<file path="src/rtl/data_mem_ctrl_pkg.sv">
// -----------------------------------------------------------------------------
// data_mem_ctrl_pkg
// Shared definitions for the data-memory controller: the data width, the CPU
// access-size encodings, the controller FSM state codes, the port identifiers
// and the CPU alignment-fault rule.
// -----------------------------------------------------------------------------
package data_mem_ctrl_pkg;

  localparam int DATA_W = 32;

  typedef enum logic [1:0] {
    SIZE_BYTE = 2'b00,
    SIZE_HALF = 2'b01,
    SIZE_WORD = 2'b10,
    SIZE_RSVD = 2'b11
  } size_e;

  typedef enum logic [2:0] {
    ST_IDLE,
    ST_ACCESS,
    ST_RMW_RD,
    ST_RMW_WR,
    ST_DONE
  } state_e;

  typedef enum logic {
    PORT_CPU = 1'b0,
    PORT_LDR = 1'b1
  } port_e;

  // A CPU access faults on the reserved size or on a misaligned half/word.
  function automatic logic cpu_fault(input logic [1:0] size, input logic [1:0] offset);
    case (size)
      SIZE_HALF: return offset[0];
      SIZE_WORD: return offset != 2'b00;
      SIZE_RSVD: return 1'b1;
      default:   return 1'b0;
    endcase
  endfunction

endpackage

</file>
<file path="src/rtl/mem_lane_unit.sv">
// -----------------------------------------------------------------------------
// mem_lane_unit
// Combinational lane logic for a big-endian 32-bit word memory.
//   i_size, i_offset : access size and byte offset within the word
//   i_sext           : sign-extend sub-word loads
//   i_rd_word        : word read from RAM (load path)
//   i_old_word       : word captured before a sub-word store (merge path)
//   i_wdata          : right-justified store data
//   o_load_data      : selected lane, zero/sign extended (full word for words)
//   o_merged_word    : i_old_word with the addressed lane replaced
// -----------------------------------------------------------------------------
module mem_lane_unit
  import data_mem_ctrl_pkg::*;
(
  input  logic [1:0]        i_size,
  input  logic [1:0]        i_offset,
  input  logic              i_sext,
  input  logic [DATA_W-1:0] i_rd_word,
  input  logic [DATA_W-1:0] i_old_word,
  input  logic [DATA_W-1:0] i_wdata,
  output logic [DATA_W-1:0] o_load_data,
  output logic [DATA_W-1:0] o_merged_word
);

  logic [7:0]  w_byte;
  logic [15:0] w_half;

  // NOTE: every output of a combinational block gets a default first so no path leaves it unassigned and no latch is inferred.
  always_comb begin
    w_byte        = 8'h00;
    w_half        = 16'h0000;
    o_load_data   = i_rd_word;
    o_merged_word = i_wdata;

    // Big-endian: offset 0 is the most significant byte / half.
    case (i_offset)
      2'd0:    w_byte = i_rd_word[31:24];
      2'd1:    w_byte = i_rd_word[23:16];
      2'd2:    w_byte = i_rd_word[15:8];
      default: w_byte = i_rd_word[7:0];
    endcase
    w_half = i_offset[1] ? i_rd_word[15:0] : i_rd_word[31:16];

    case (i_size)
      SIZE_BYTE: o_load_data = {{24{i_sext & w_byte[7]}}, w_byte};
      SIZE_HALF: o_load_data = {{16{i_sext & w_half[15]}}, w_half};
      default:   o_load_data = i_rd_word;
    endcase

    case (i_size)
      SIZE_BYTE: begin
        o_merged_word = i_old_word;
        case (i_offset)
          2'd0:    o_merged_word[31:24] = i_wdata[7:0];
          2'd1:    o_merged_word[23:16] = i_wdata[7:0];
          2'd2:    o_merged_word[15:8]  = i_wdata[7:0];
          default: o_merged_word[7:0]   = i_wdata[7:0];
        endcase
      end
      SIZE_HALF: begin
        o_merged_word = i_old_word;
        if (i_offset[1]) o_merged_word[15:0]  = i_wdata[15:0];
        else             o_merged_word[31:16] = i_wdata[15:0];
      end
      default: o_merged_word = i_wdata;
    endcase
  end

endmodule

</file>
<file path="src/rtl/data_mem_ctrl.sv">
// -----------------------------------------------------------------------------
// data_mem_ctrl
// Two-port (CPU + loader) controller in front of a 32-bit word RAM with
// combinational read. Round-robin arbitration, byte/half/word CPU accesses with
// big-endian lanes, read-modify-write for sub-word stores, CPU alignment faults.
//   clk, rst (sync, active low)
//   cpu_req/we/size/sext/addr/wdata -> cpu_rdata/ready/err
//   ldr_req/we/addr/wdata           -> ldr_rdata/ready   (word only)
//   mem_ce/we/addr/wtData, mem_rdData : RAM side
// -----------------------------------------------------------------------------
module data_mem_ctrl
  import data_mem_ctrl_pkg::*;
#(
  parameter int ADDR_W = 32
)
(
  input  logic              clk,
  input  logic              rst,
  input  logic              cpu_req,
  input  logic              cpu_we,
  input  logic [1:0]        cpu_size,
  input  logic              cpu_sext,
  input  logic [ADDR_W-1:0] cpu_addr,
  input  logic [DATA_W-1:0] cpu_wdata,
  output logic [DATA_W-1:0] cpu_rdata,
  output logic              cpu_ready,
  output logic              cpu_err,
  input  logic              ldr_req,
  input  logic              ldr_we,
  input  logic [ADDR_W-1:0] ldr_addr,
  input  logic [DATA_W-1:0] ldr_wdata,
  output logic [DATA_W-1:0] ldr_rdata,
  output logic              ldr_ready,
  output logic              mem_ce,
  output logic              mem_we,
  output logic [ADDR_W-1:0] mem_addr,
  output logic [DATA_W-1:0] mem_wtData,
  input  logic [DATA_W-1:0] mem_rdData
);

  state_e             r_state;
  state_e             w_next_state;
  port_e              r_port;
  port_e              r_prio;       // port that wins the next tie
  logic               r_we;
  logic [1:0]         r_size;
  logic               r_sext;
  logic               r_err;
  logic [ADDR_W-1:0]  r_addr;
  logic [DATA_W-1:0]  r_wdata;
  logic [DATA_W-1:0]  r_rmw_word;
  logic [DATA_W-1:0]  r_cpu_rdata;
  logic [DATA_W-1:0]  r_ldr_rdata;

  logic               w_grant_cpu;
  logic               w_grant_ldr;
  logic               w_cpu_fault;
  logic [DATA_W-1:0]  w_load_data;
  logic [DATA_W-1:0]  w_merged_word;

  assign w_cpu_fault = cpu_fault(cpu_size, cpu_addr[1:0]);

  mem_lane_unit u_lane (
    .i_size       (r_size),
    .i_offset     (r_addr[1:0]),
    .i_sext       (r_sext),
    .i_rd_word    (mem_rdData),
    .i_old_word   (r_rmw_word),
    .i_wdata      (r_wdata),
    .o_load_data  (w_load_data),
    .o_merged_word(w_merged_word)
  );

  assign mem_addr   = {r_addr[ADDR_W-1:2], 2'b00};
  assign mem_wtData = w_merged_word;   // word stores pass wdata through the merge
  assign cpu_rdata  = r_cpu_rdata;
  assign ldr_rdata  = r_ldr_rdata;

  // NOTE: sequential state uses non-blocking assignments so every register samples pre-edge values.
  always_ff @(posedge clk) begin
    if (!rst) r_state <= ST_IDLE;
    else      r_state <= w_next_state;
  end

  always_comb begin
    w_next_state = r_state;
    w_grant_cpu  = 1'b0;
    w_grant_ldr  = 1'b0;
    mem_ce       = 1'b0;
    mem_we       = 1'b0;
    cpu_ready    = 1'b0;
    ldr_ready    = 1'b0;
    cpu_err      = 1'b0;
    case (r_state)
      ST_IDLE: begin
        w_grant_cpu = cpu_req && (!ldr_req || r_prio == PORT_CPU);
        w_grant_ldr = ldr_req && !w_grant_cpu;
        if (w_grant_cpu && w_cpu_fault)                           w_next_state = ST_DONE;
        else if (w_grant_cpu && cpu_we && cpu_size != SIZE_WORD)  w_next_state = ST_RMW_RD;
        else if (w_grant_cpu || w_grant_ldr)                      w_next_state = ST_ACCESS;
      end
      ST_ACCESS: begin
        mem_ce       = 1'b1;
        mem_we       = r_we;
        w_next_state = ST_DONE;
      end
      ST_RMW_RD: begin
        mem_ce       = 1'b1;
        w_next_state = ST_RMW_WR;
      end
      ST_RMW_WR: begin
        mem_ce       = 1'b1;
        mem_we       = 1'b1;
        w_next_state = ST_DONE;
      end
      ST_DONE: begin
        cpu_ready    = (r_port == PORT_CPU);
        ldr_ready    = (r_port == PORT_LDR);
        cpu_err      = (r_port == PORT_CPU) && r_err;
        w_next_state = ST_IDLE;
      end
      default: w_next_state = ST_IDLE;
    endcase
  end

  // Control and result registers: cleared by reset.
  always_ff @(posedge clk) begin
    if (!rst) begin
      r_port      <= PORT_CPU;
      r_prio      <= PORT_CPU;
      r_err       <= 1'b0;
      r_cpu_rdata <= '0;
      r_ldr_rdata <= '0;
    end else begin
      if (w_grant_cpu) begin
        r_port <= PORT_CPU;
        r_prio <= PORT_LDR;
        r_err  <= w_cpu_fault;
        if (w_cpu_fault) r_cpu_rdata <= '0;   // a fault completes with zero data
      end else if (w_grant_ldr) begin
        r_port <= PORT_LDR;
        r_prio <= PORT_CPU;
        r_err  <= 1'b0;
      end
      if (r_state == ST_ACCESS && !r_we) begin
        if (r_port == PORT_CPU) r_cpu_rdata <= w_load_data;
        else                    r_ldr_rdata <= w_load_data;
      end
    end
  end

  // NOTE: request payload and the RMW buffer are always written before use, so they carry no reset.
  always_ff @(posedge clk) begin
    if (w_grant_cpu) begin
      r_we    <= cpu_we;
      r_size  <= cpu_size;
      r_sext  <= cpu_sext;
      r_addr  <= cpu_addr;
      r_wdata <= cpu_wdata;
    end else if (w_grant_ldr) begin
      r_we    <= ldr_we;
      r_size  <= SIZE_WORD;
      r_sext  <= 1'b0;
      r_addr  <= ldr_addr;
      r_wdata <= ldr_wdata;
    end
    if (r_state == ST_RMW_RD) r_rmw_word <= mem_rdData;
  end

endmodule

</file>
<file path="config.mk">
export PLATFORM = sky130hd
export DESIGN_NAME = data_mem_ctrl
export DESIGN_NICKNAME = d
export VERILOG_FILES = /design/src/rtl/data_mem_ctrl_pkg.sv /design/src/rtl/mem_lane_unit.sv /design/src/rtl/data_mem_ctrl.sv
export SDC_FILE = /design/constraint.sdc
export NUM_CORES = 1
export LEC_CHECK = 0
export BUFFER_PORTS_ARGS = -buffer_cell sky130_fd_sc_hd__buf_2
export CAP_MARGIN = 20
export CORE_ASPECT_RATIO = 1.2
export CORE_MARGIN = 2
export CORE_UTILIZATION = 35
export DETAILED_ROUTE_END_ITERATION = 8
export GPL_TIMING_DRIVEN = 1
export MAX_ROUTING_LAYER = met4
export SLEW_MARGIN = 20
export SYNTH_ARGS = -nofsm -noshare
export SYNTH_HDL_FRONTEND = slang
export SYNTH_SLANG_ARGS = --single-unit
</file>
<file path="constraint.sdc">
create_clock -name clk -period 4.3 [get_ports clk]
set_input_delay 0.86 -clock clk [delete_from_list [all_inputs] [get_ports clk]]
set_output_delay 0.86 -clock clk [all_outputs]
set_load 0.005 [all_outputs]
</file>
* Word-level counts from Yosys, hierarchy flattened
Index checks and enable logic that the tools add are counted.
** Storage, ports and cells
- Register bits :: 170
- Latch bits :: 0
- Memories :: 0
- ROM bits :: 0
- RAM bits :: 0
- Logic and storage cells :: 89
- Bits of input ports :: 169
** Cells by class
- Equal/unequal tests :: 12
- Multiplexer cells :: 38
- Bitwise logic cells :: 5
- Reduce and logical (&&, ||, !) cells :: 22
- Div/mod/pow operators :: 0
- Shift-type cells :: 0
- Multiply operators :: 0
- Magnitude comparators :: 0
- $add $sub $neg :: 0
** Operator list (number)
- two-way mux 32 bit :: 8
- case mux 32 bit (2 select lines) :: 2
- two-way mux 16 bit :: 3
- two-way mux 8 bit :: 4
- case mux 8 bit (3 select lines) :: 1
- two-way mux 1 bit :: 12
- two-way mux 3 bit :: 3
- case mux 3 bit (3 select lines) :: 1
- logical AND 1 bit :: 7
- equality test 2 x 1 -> 1 bit, second input constant :: 3
- equality test 2 bit, second input constant :: 3
- equality test 3 x 2 -> 1 bit, second input constant :: 2
- OR reduction 3 bit :: 2
- zero test 2 bit :: 2
- two-way mux 2 bit :: 2
- inequality test 4 bit, second input constant :: 1
- nonzero test 2 bit :: 2
- OR reduction 2 bit :: 2
- equality test 3 x 1 -> 1 bit, second input constant :: 1
- equality test 3 bit, second input constant :: 1
- zero test 1 bit :: 3
- zero test 3 bit :: 1
- inverter 1 bit :: 3
- case mux 1 bit (3 select lines) :: 1
- other kinds (5) :: 7

* Logic depth before layout (Yosys ltp)
Gate-level depths: netlist of the first run.
- Word-level depth :: 10
- Depth in mapped cells :: 7
- Depth with buffers taken out :: 4

* Hierarchy
A second synthesis of the first run with hierarchy kept.
** Second synthesis, totals
- Cells, all modules :: 800
- Area total of the unflattened synthesis :: 8637.0 um2
** By module, submodules not included
- data_mem_ctrl :: area each 6972.9 um2, seq. area each 4404.2 um2, times used 1, cells an instance 552
- mem_lane_unit :: area each 1664.1 um2, seq. area each 0.0 um2, times used 1, cells an instance 248

* Worst setup path before layout of the first run
No wires, ideal clock.
- Kind :: input-to-reg
- Start point :: in cpu_req
- End point :: reg r_addr[0] (enable)
- Setup time :: 0.428 ns
- Path buffers :: 1
- Arrival :: 2.940 ns
- Stages :: 4
- Setup slack :: 0.933 ns
- Cells stage by stage :: a21boi_1 -> nand2_1 -> buf_2 -> nand2_1
** Between the ends
- Cells in the longest elaborated chain, start to end :: 5
- Elaborated cells between the ends (all ways) :: 6
- Classes of those cells :: mux: 2; reduce/logical: 4
** Ends and longest elaborated chain
- start: declaration :: RTL line data_mem_ctrl.sv:19 : input logic cpu_req,
- logical AND 1 bit * :: RTL line data_mem_ctrl.sv:96 : w_grant_cpu = cpu_req && (!ldr_req || r_prio == PORT_CPU);
- zero test 1 bit :: RTL line data_mem_ctrl.sv:97 : w_grant_ldr = ldr_req && !w_grant_cpu;
- logical AND 1 bit :: RTL line data_mem_ctrl.sv:97
- two-way mux 1 bit :: RTL line data_mem_ctrl.sv:94 : case (r_state)
- nonzero test 2 bit (no line) *
- end signal: assignment :: RTL line data_mem_ctrl.sv:158 : r_addr <= cpu_addr;
- end signal: assignment :: RTL line data_mem_ctrl.sv:164 : r_addr <= ldr_addr;
- end: declaration :: RTL line data_mem_ctrl.sv:49 : logic [ADDR_W-1:0] r_addr;
Every way passes the cells marked *; elsewhere a longest branch is shown, timed or not.
A chain may end at the register's enable or synchronous reset.

* Final worst setup path of the first run
- Start point :: reg r_size[0]
- End point :: out mem_wtData[23]
** Between the ends
- Cells in the longest elaborated chain, start to end :: 2
- Elaborated cells between the ends (all ways) :: 3
- Classes of those cells :: eq/ne: 1; mux: 1; reduce/logical: 1
** Ends and longest elaborated chain
- start: declaration :: RTL line data_mem_ctrl.sv:46 : logic [1:0] r_size;
- start signal: assignment :: RTL line data_mem_ctrl.sv:156 : r_size <= cpu_size;
- equality test 2 x 1 -> 1 bit / zero test 2 bit (equally long branches) :: RTL line mem_lane_unit.sv:50 : case (i_size)
- case mux 32 bit (2 select lines) * :: RTL line mem_lane_unit.sv:50
- end: declaration :: RTL line data_mem_ctrl.sv:37 : output logic [DATA_W-1:0] mem_wtData,
Marks and branches as above.

==> results.sh, run 1 <==
export IMPL_max_slew_margin_pct=36.2
export IMPL_synthCells=640
export IMPL_first_pass_iters=5
export IMPL_drt_initial_drc_count=300
export IMPL_drt_wirelength_per_cell_um=20.7
export IMPL_initial_core_util_pct=35.9
export IMPL_syn_cell_area_sq_mm=0.00809
export IMPL_num_rows=60
export IMPL_syn_to_final_growth_pct=24.1
export IMPL_cts_resized=0
export IMPL_clock_skew_ns=0.0118
export IMPL_hold_end="cpu_rdata[1]$_SDFF_PN0_"
export IMPL_end_kind="primary output"
export IMPL_synth_async_sr_flop_share_pct=0
export IMPL_fp_dieW_um=143
export IMPL_cp_arrival_ns=2.59
export IMPL_maxCapViolCount=0
export IMPL_clock_sinks=170
export IMPL_io_buffers=299
export IMPL_hp_start="cpu_rdata[1]$_SDFF_PN0_"
export IMPL_synth_seq_cells=170
export IMPL_numCtsBuffers=17
export IMPL_drv_slew=0
export IMPL_fmax_ghz=0.290
export IMPL_die_area_sq_mm=0.0243
export IMPL_crit_type="flip-flop to primary output"
export IMPL_vias=6164
export IMPL_period_share_pct=80.2
export IMPL_regToRegStartpoint="r_addr[1]$_DFFE_PP_"
export IMPL_post_cts_buffers=0
export IMPL_io_pins=302
export IMPL_finalSetupViolCount=0
export IMPL_yosys_area_share_adder_pct=0
export IMPL_instances_no_fill=1176
export IMPL_wl_met3_um=1500
export IMPL_leakage_nw=4.23
export IMPL_post_place_cells=1142
export IMPL_ys_types=57
export IMPL_cts_hold_buffers_added=0
export IMPL_wl_met1_um=10300
export IMPL_ff2ff_path_depth=5
export IMPL_cts_tree="built"
export IMPL_fin_crit_ns=3.45
export IMPL_postSynthAreaPerCell_sq_um=12.6
export IMPL_worstSkewPairLatency_ns=0.43
export IMPL_grt_pass1_wl_um=35100
export IMPL_routed_via_density=5.24
export IMPL_grt_max_degree=69
export IMPL_synth_xor_area_share_pct=0
export IMPL_min_path_cells=1
export IMPL_rsz0062_at_grt="no"
export IMPL_totalWireLength_um=24400
export IMPL_dieHeight_um=171
export IMPL_fin_tns_setup_ns=0
export IMPL_fin_util_pct=44.6
export IMPL_drive_above_1_share_pct=51.3
export IMPL_yosysWarnings=0
export IMPL_grt_pass1_vias=5906
export IMPL_synth_top_family_by_area="compound AO/OA/AOI/OAI gates"
export IMPL_antenna_found_initial=2
export IMPL_worst_pin_slew_ns=0.956
export IMPL_dpl_hpwl_um=18400
export IMPL_ys_seq_area_share_pct=54.5
export IMPL_synth_compound_area_share_pct=21.0
export IMPL_p_per_area_mw_per_mm2=440
export IMPL_grt_overflow_total=0
export IMPL_rr_endpoint="ldr_rdata[24]$_SDFFE_PN0P_"
export IMPL_status="completed"
export IMPL_crit_path_start_kind="flip-flop"
export IMPL_post_route_drc_count=0
export IMPL_grtUsageTotal_pct=20.1
export IMPL_core_sq_mm=0.0225
export IMPL_place_ws_ns=1.21
export IMPL_synth_edf_count=100
export IMPL_path_clk_slew_ns=0.07
export IMPL_finalHoldViolCount=0
export IMPL_dr_wl_met2_um=12300
export IMPL_cts_htree_levels=4
export IMPL_placed_area_sq_mm=0.00944
export IMPL_synth_mux_area_share_pct=12.2
export IMPL_crit_required_ns=3.44
export IMPL_reg2reg_slack_ns=1.64
export IMPL_fin_nets=1051
export IMPL_synth_simple_area_share_pct=4.44
export IMPL_ys_flop_type="edfxtp_1"
export IMPL_clock_path_buffers=2
export IMPL_finalWeightedCongestion=0.813
export IMPL_cts_root_buffer="clkbuf_16"
export IMPL_vdd_drop_max_v=0.000312
export IMPL_min_path_type="flip-flop to flip-flop"
export IMPL_path_max_fanout=16
export IMPL_top_layer_used="met4"
export IMPL_setup_ws_ns=0.850
export IMPL_detail_route_antenna_nets=0
export IMPL_final_area_sq_mm=0.0100
cells in the mapped netlist, drive strengths merged, types with 8 or more instances:
cell       n  area, sq um
a32oi     16          208
buf       78          558
mux2      74          837
o21ai     73          365
inv       12         45.0
a31oi     25          282
edfxtp   100         3000
mux2i     15          150
nor2       9         33.8
a22oi     17          128
clkbuf     9         35.0
a2bb2oi   14          123
a22o      23          201
a222oi     8         80.1
dfxtp     70         1400
nand2     26         97.6
a21oi     16         91.3
layout make-up:
type | count | area [sq um]
antenna | 2 | 5.00
timing repair buffer | 309 | 1570
clock inverter | 9 | 70.1
sequential | 170 | 4400
inverter | 12 | 45.0
clock buffer | 23 | 522
multi-input combinational | 372 | 3070
fill | 2187 | 12500
tap | 279 | 349
registers in the layout, summed over array words and instances (netlist names):
name	flops
r_rmw_word	32
r_addr	32
r_wdata	32
r_we	1
r_err	1
r_prio	1
r_state	3
ldr_rdata	32
r_port	1
r_size	2
r_sext	1
cpu_rdata	32
power by group:
group | leakage [nW] | switching (mW) | internal, mW
clock | 0.292 | 0.665 | 0.870
sequential | 1.53 | 0.107 | 1.91
combinational | 2.41 | 0.482 | 0.385
total | 4.23 | 1.25 | 3.16
cells by family after synthesis:
group / after synthesis
AOI/OAI and AO/OA: 217
buffers and inverters: 99
DFF: 170
muxes: 89
other: 1
and+or+nand+nor: 64
through the flow:
step	hold slack, ns	total power [mW]
finish	0.472	4.42
global route	0.494	4.61
CTS	0.475	4.46
detailed placement	0.449	2.93
global placement	0.443	2.92
floorplan	0.443	2.61
per-layer routing:
metal / vias up / global-route usage (%)
met5: - / -
met4: 0 / 4.61
met3: 23 / 4.87
met2: 255 / 34.3
met1: 2955 / 24.1
li1: 2931 / -
layout by cell type (no fill, tap or decap), drive strengths merged, types with 2 or more instances in the layout:
cell     count
diode        2
nand2       26
and3         2
o21ai       73
nand3        3
edfxtp     100
or2          3
mux2i       15
inv         19
a2bb2oi     14
a22oi       17
a311oi       2
o22ai        7
conb         2
mux2        74
or3          2
nor3b        5
a222oi       8
clkbuf      23
a21oi       16
nand2b       4
a21boi       2
nor2         9
a21o         2
buf        309
nor3         2
a22o        23
o2bb2ai      7
a31oi       25
a32oi       16
dfxtp       70
and2         3
worst max-delay path, cell delays in order (launching register included):
cell and delay (ns):
edfxtp_1 0.63, o21bai_2 0.78, mux2i_1 0.44, o21ai_0 0.16, buf_2 0.15
worst max-delay path by stage:
stage / from / end / slack (ns) / cells past startpoint
2_1_floorplan: cpu_req / r_addr[0]$_DFFE_PP_ / 0.93 / 4
3_3_place_gp: mem_rdData[31] / ldr_rdata[24]$_SDFFE_PN0P_ / 1.27 / 6
3_5_place_dp: mem_rdData[31] / ldr_rdata[25]$_SDFFE_PN0P_ / 1.21 / 6
4_1_cts: r_size[0]$_SDFFCE_PN0P_ / mem_wtData[23] / 0.86 / 4
5_1_grt: r_size[0]$_SDFFCE_PN0P_ / mem_wtData[27] / 0.62 / 5
6_report: r_size[0]$_SDFFCE_PN0P_ / mem_wtData[23] / 0.85 / 4
Power figures use the tool's default switching activity.
==> run 2: changes to the inputs <==
- clock period: 4.3 -> 3.26 ns (I/O delays scaled with it)
==> run 2 against run 1 <==
Against the previous run: global-route usage up 0.38 points; count of clock-buffer cells in the layout down 5; final area up 1.0%; wire length up 2.1%; power up 35%; sequential cell count unchanged; core utilization up 0.46 points; first-iteration DRC count up 16%; critical path type unchanged; largest cell class unchanged; highest routed layer unchanged.
==> results.sh, run 2 (synthesized netlist as in run 1, its figures left out) <==
export IMPL_dpl_hpwl_um=18800
export IMPL_dieHeight_um=171
export IMPL_routed_via_density=5.19
export IMPL_grtUsageTotal_pct=20.5
export IMPL_clock_sinks=170
export IMPL_initial_core_util_pct=35.9
export IMPL_finalWeightedCongestion=0.824
export IMPL_min_path_type="input port to flip-flop"
export IMPL_crit_path_end="mem_wtData[5]"
export IMPL_cp_arrival_ns=2.37
export IMPL_cts_root_buffer="clkbuf_16"
export IMPL_worstSkewPairLatency_ns=0.43
export IMPL_post_route_drc_count=0
export IMPL_drv_slew=0
export IMPL_cts_htree_levels=4
export IMPL_regToRegStartpoint="r_addr[1]$_DFFE_PP_"
export IMPL_drt_wirelength_per_cell_um=21.1
export IMPL_crit_type="flip-flop to primary output"
export IMPL_ff2ff_path_depth=6
export IMPL_hp_start="mem_rdData[3]"
export IMPL_clock_path_buffers=2
export IMPL_post_place_cells=1150
export IMPL_fin_tns_setup_ns=0
export IMPL_layout_commonest_cell="buf_2"
export IMPL_rsz0062_at_grt="no"
export IMPL_drive_above_1_share_pct=51.7
export IMPL_core_sq_mm=0.0225
export IMPL_numCtsBuffers=17
export IMPL_p_per_area_mw_per_mm2=588
export IMPL_detail_route_antenna_nets=0
export IMPL_crit_path_start_kind="flip-flop"
export IMPL_path_max_fanout=16
export IMPL_cts_resized=0
export IMPL_final_cell_mix="buf_2, edfxtp_1, mux2_2, o21ai_0, dfxtp_1"
export IMPL_io_buffers=299
export IMPL_instances_no_fill=1183
export IMPL_reg2reg_slack_ns=0.79
export IMPL_die_area_sq_mm=0.0243
export IMPL_critical_path_startpoint="r_size[0]$_SDFFCE_PN0P_"
export IMPL_path_clk_slew_ns=0.07
export IMPL_worst_pin_slew_ns=0.764
export IMPL_cts_hold_buffers_added=0
export IMPL_fmax_ghz=0.331
export IMPL_place_ws_ns=0.688
export IMPL_syn_to_final_growth_pct=25.4
export IMPL_num_rows=60
export IMPL_dr_wl_met2_um=12900
export IMPL_post_cts_buffers=0
export IMPL_fill_cells=2137
export IMPL_rr_endpoint="ldr_rdata[15]$_SDFFE_PN0P_"
export IMPL_grt_max_degree=65
export IMPL_finalHoldViolCount=0
export IMPL_crit_required_ns=2.61
export IMPL_antenna_found_initial=1
export IMPL_grt_overflow_total=0
export IMPL_first_pass_iters=6
export IMPL_fin_util_pct=45.0
export IMPL_finalSetupViolCount=0
export IMPL_wl_met3_um=1490
export IMPL_end_kind="primary output"
export IMPL_totalWireLength_um=24900
export IMPL_clock_skew_ns=0.00729
export IMPL_leakage_nw=4.28
export IMPL_grt_pass1_vias=6066
export IMPL_cts_tree="built"
export IMPL_vias=6143
export IMPL_fin_nets=1059
export IMPL_io_pins=302
export IMPL_status="completed"
export IMPL_fp_dieW_um=143
export IMPL_max_slew_margin_pct=49.0
export IMPL_drt_initial_drc_count=347
export IMPL_grt_pass1_wl_um=35700
export IMPL_period_share_pct=92.8
export IMPL_fin_crit_ns=3.03
export IMPL_vdd_drop_max_v=0.000378
export IMPL_maxCapViolCount=0
export IMPL_top_layer_used="met4"
export IMPL_wl_met1_um=10000
export IMPL_setup_ws_ns=0.235
export IMPL_holdWs_ns=0.435
## run 2: changes by cell type in the layout (fill, tap and decap cells not counted), sizes merged
cell      previous run  this run
clkbuf              23        18
diode                2         1
clkinvlp             1         0
buf                309       317
bufinv               0         3
clkinv               1         5
inv                 19        18
## run 2: area by class of cell
class	count	area, sq um	area share [%]
flip-flops and latches	170	4400	43.4
inverters	12	45.0	0.444
clock inverters	14	184	1.81
repair buffers	317	1640	16.2
clock buffers	18	429	4.23
well taps	279	349	3.44
diodes	1	2.50	0.0247
multi-input cells	372	3080	30.4
## run 2: how the worst min path moves through the flow
stage / endpoint / slack, ns / cells past startpoint
2_1_floorplan: r_err$_SDFFE_PN0P_ / 0.44 / 2
3_3_place_gp: cpu_rdata[1]$_SDFF_PN0_ / 0.45 / 1
3_5_place_dp: cpu_rdata[1]$_SDFF_PN0_ / 0.45 / 1
4_1_cts: r_rmw_word[11]$_DFFE_PP_ / 0.42 / 1
5_1_grt: r_rmw_word[4]$_DFFE_PP_ / 0.43 / 1
6_report: r_rmw_word[3]$_DFFE_PP_ / 0.43 / 1
## run 2: per-layer routing
| layer | up-vias | track usage [%] |
|---|---|---|
| li1 | 2942 | - |
| met2 | 247 | 36.1 |
| met3 | 23 | 3.97 |
| met5 | - | - |
| met4 | 0 | 6.03 |
| met1 | 2931 | 23.7 |
## run 2: critical path, cell delays in order (launching register included)
cell and delay (ns):
edfxtp_1 0.61, or2_2 0.41, a21oi_4 0.40, mux2_2 0.38, buf_2 0.13
## run 2: per-stage QoR
step	cell area, sq um	power (mW)
after global routing	10100	6.21
after detailed placement	9520	3.89
final	10100	5.97
after global placement	9520	3.88
after CTS	10100	6.02
after floorplan	8100	3.44
## run 2: report_power, final
group / switching (mW) / internal (mW)
clock network: 0.911 / 1.23
registers: 0.156 / 2.51
logic: 0.627 / 0.533
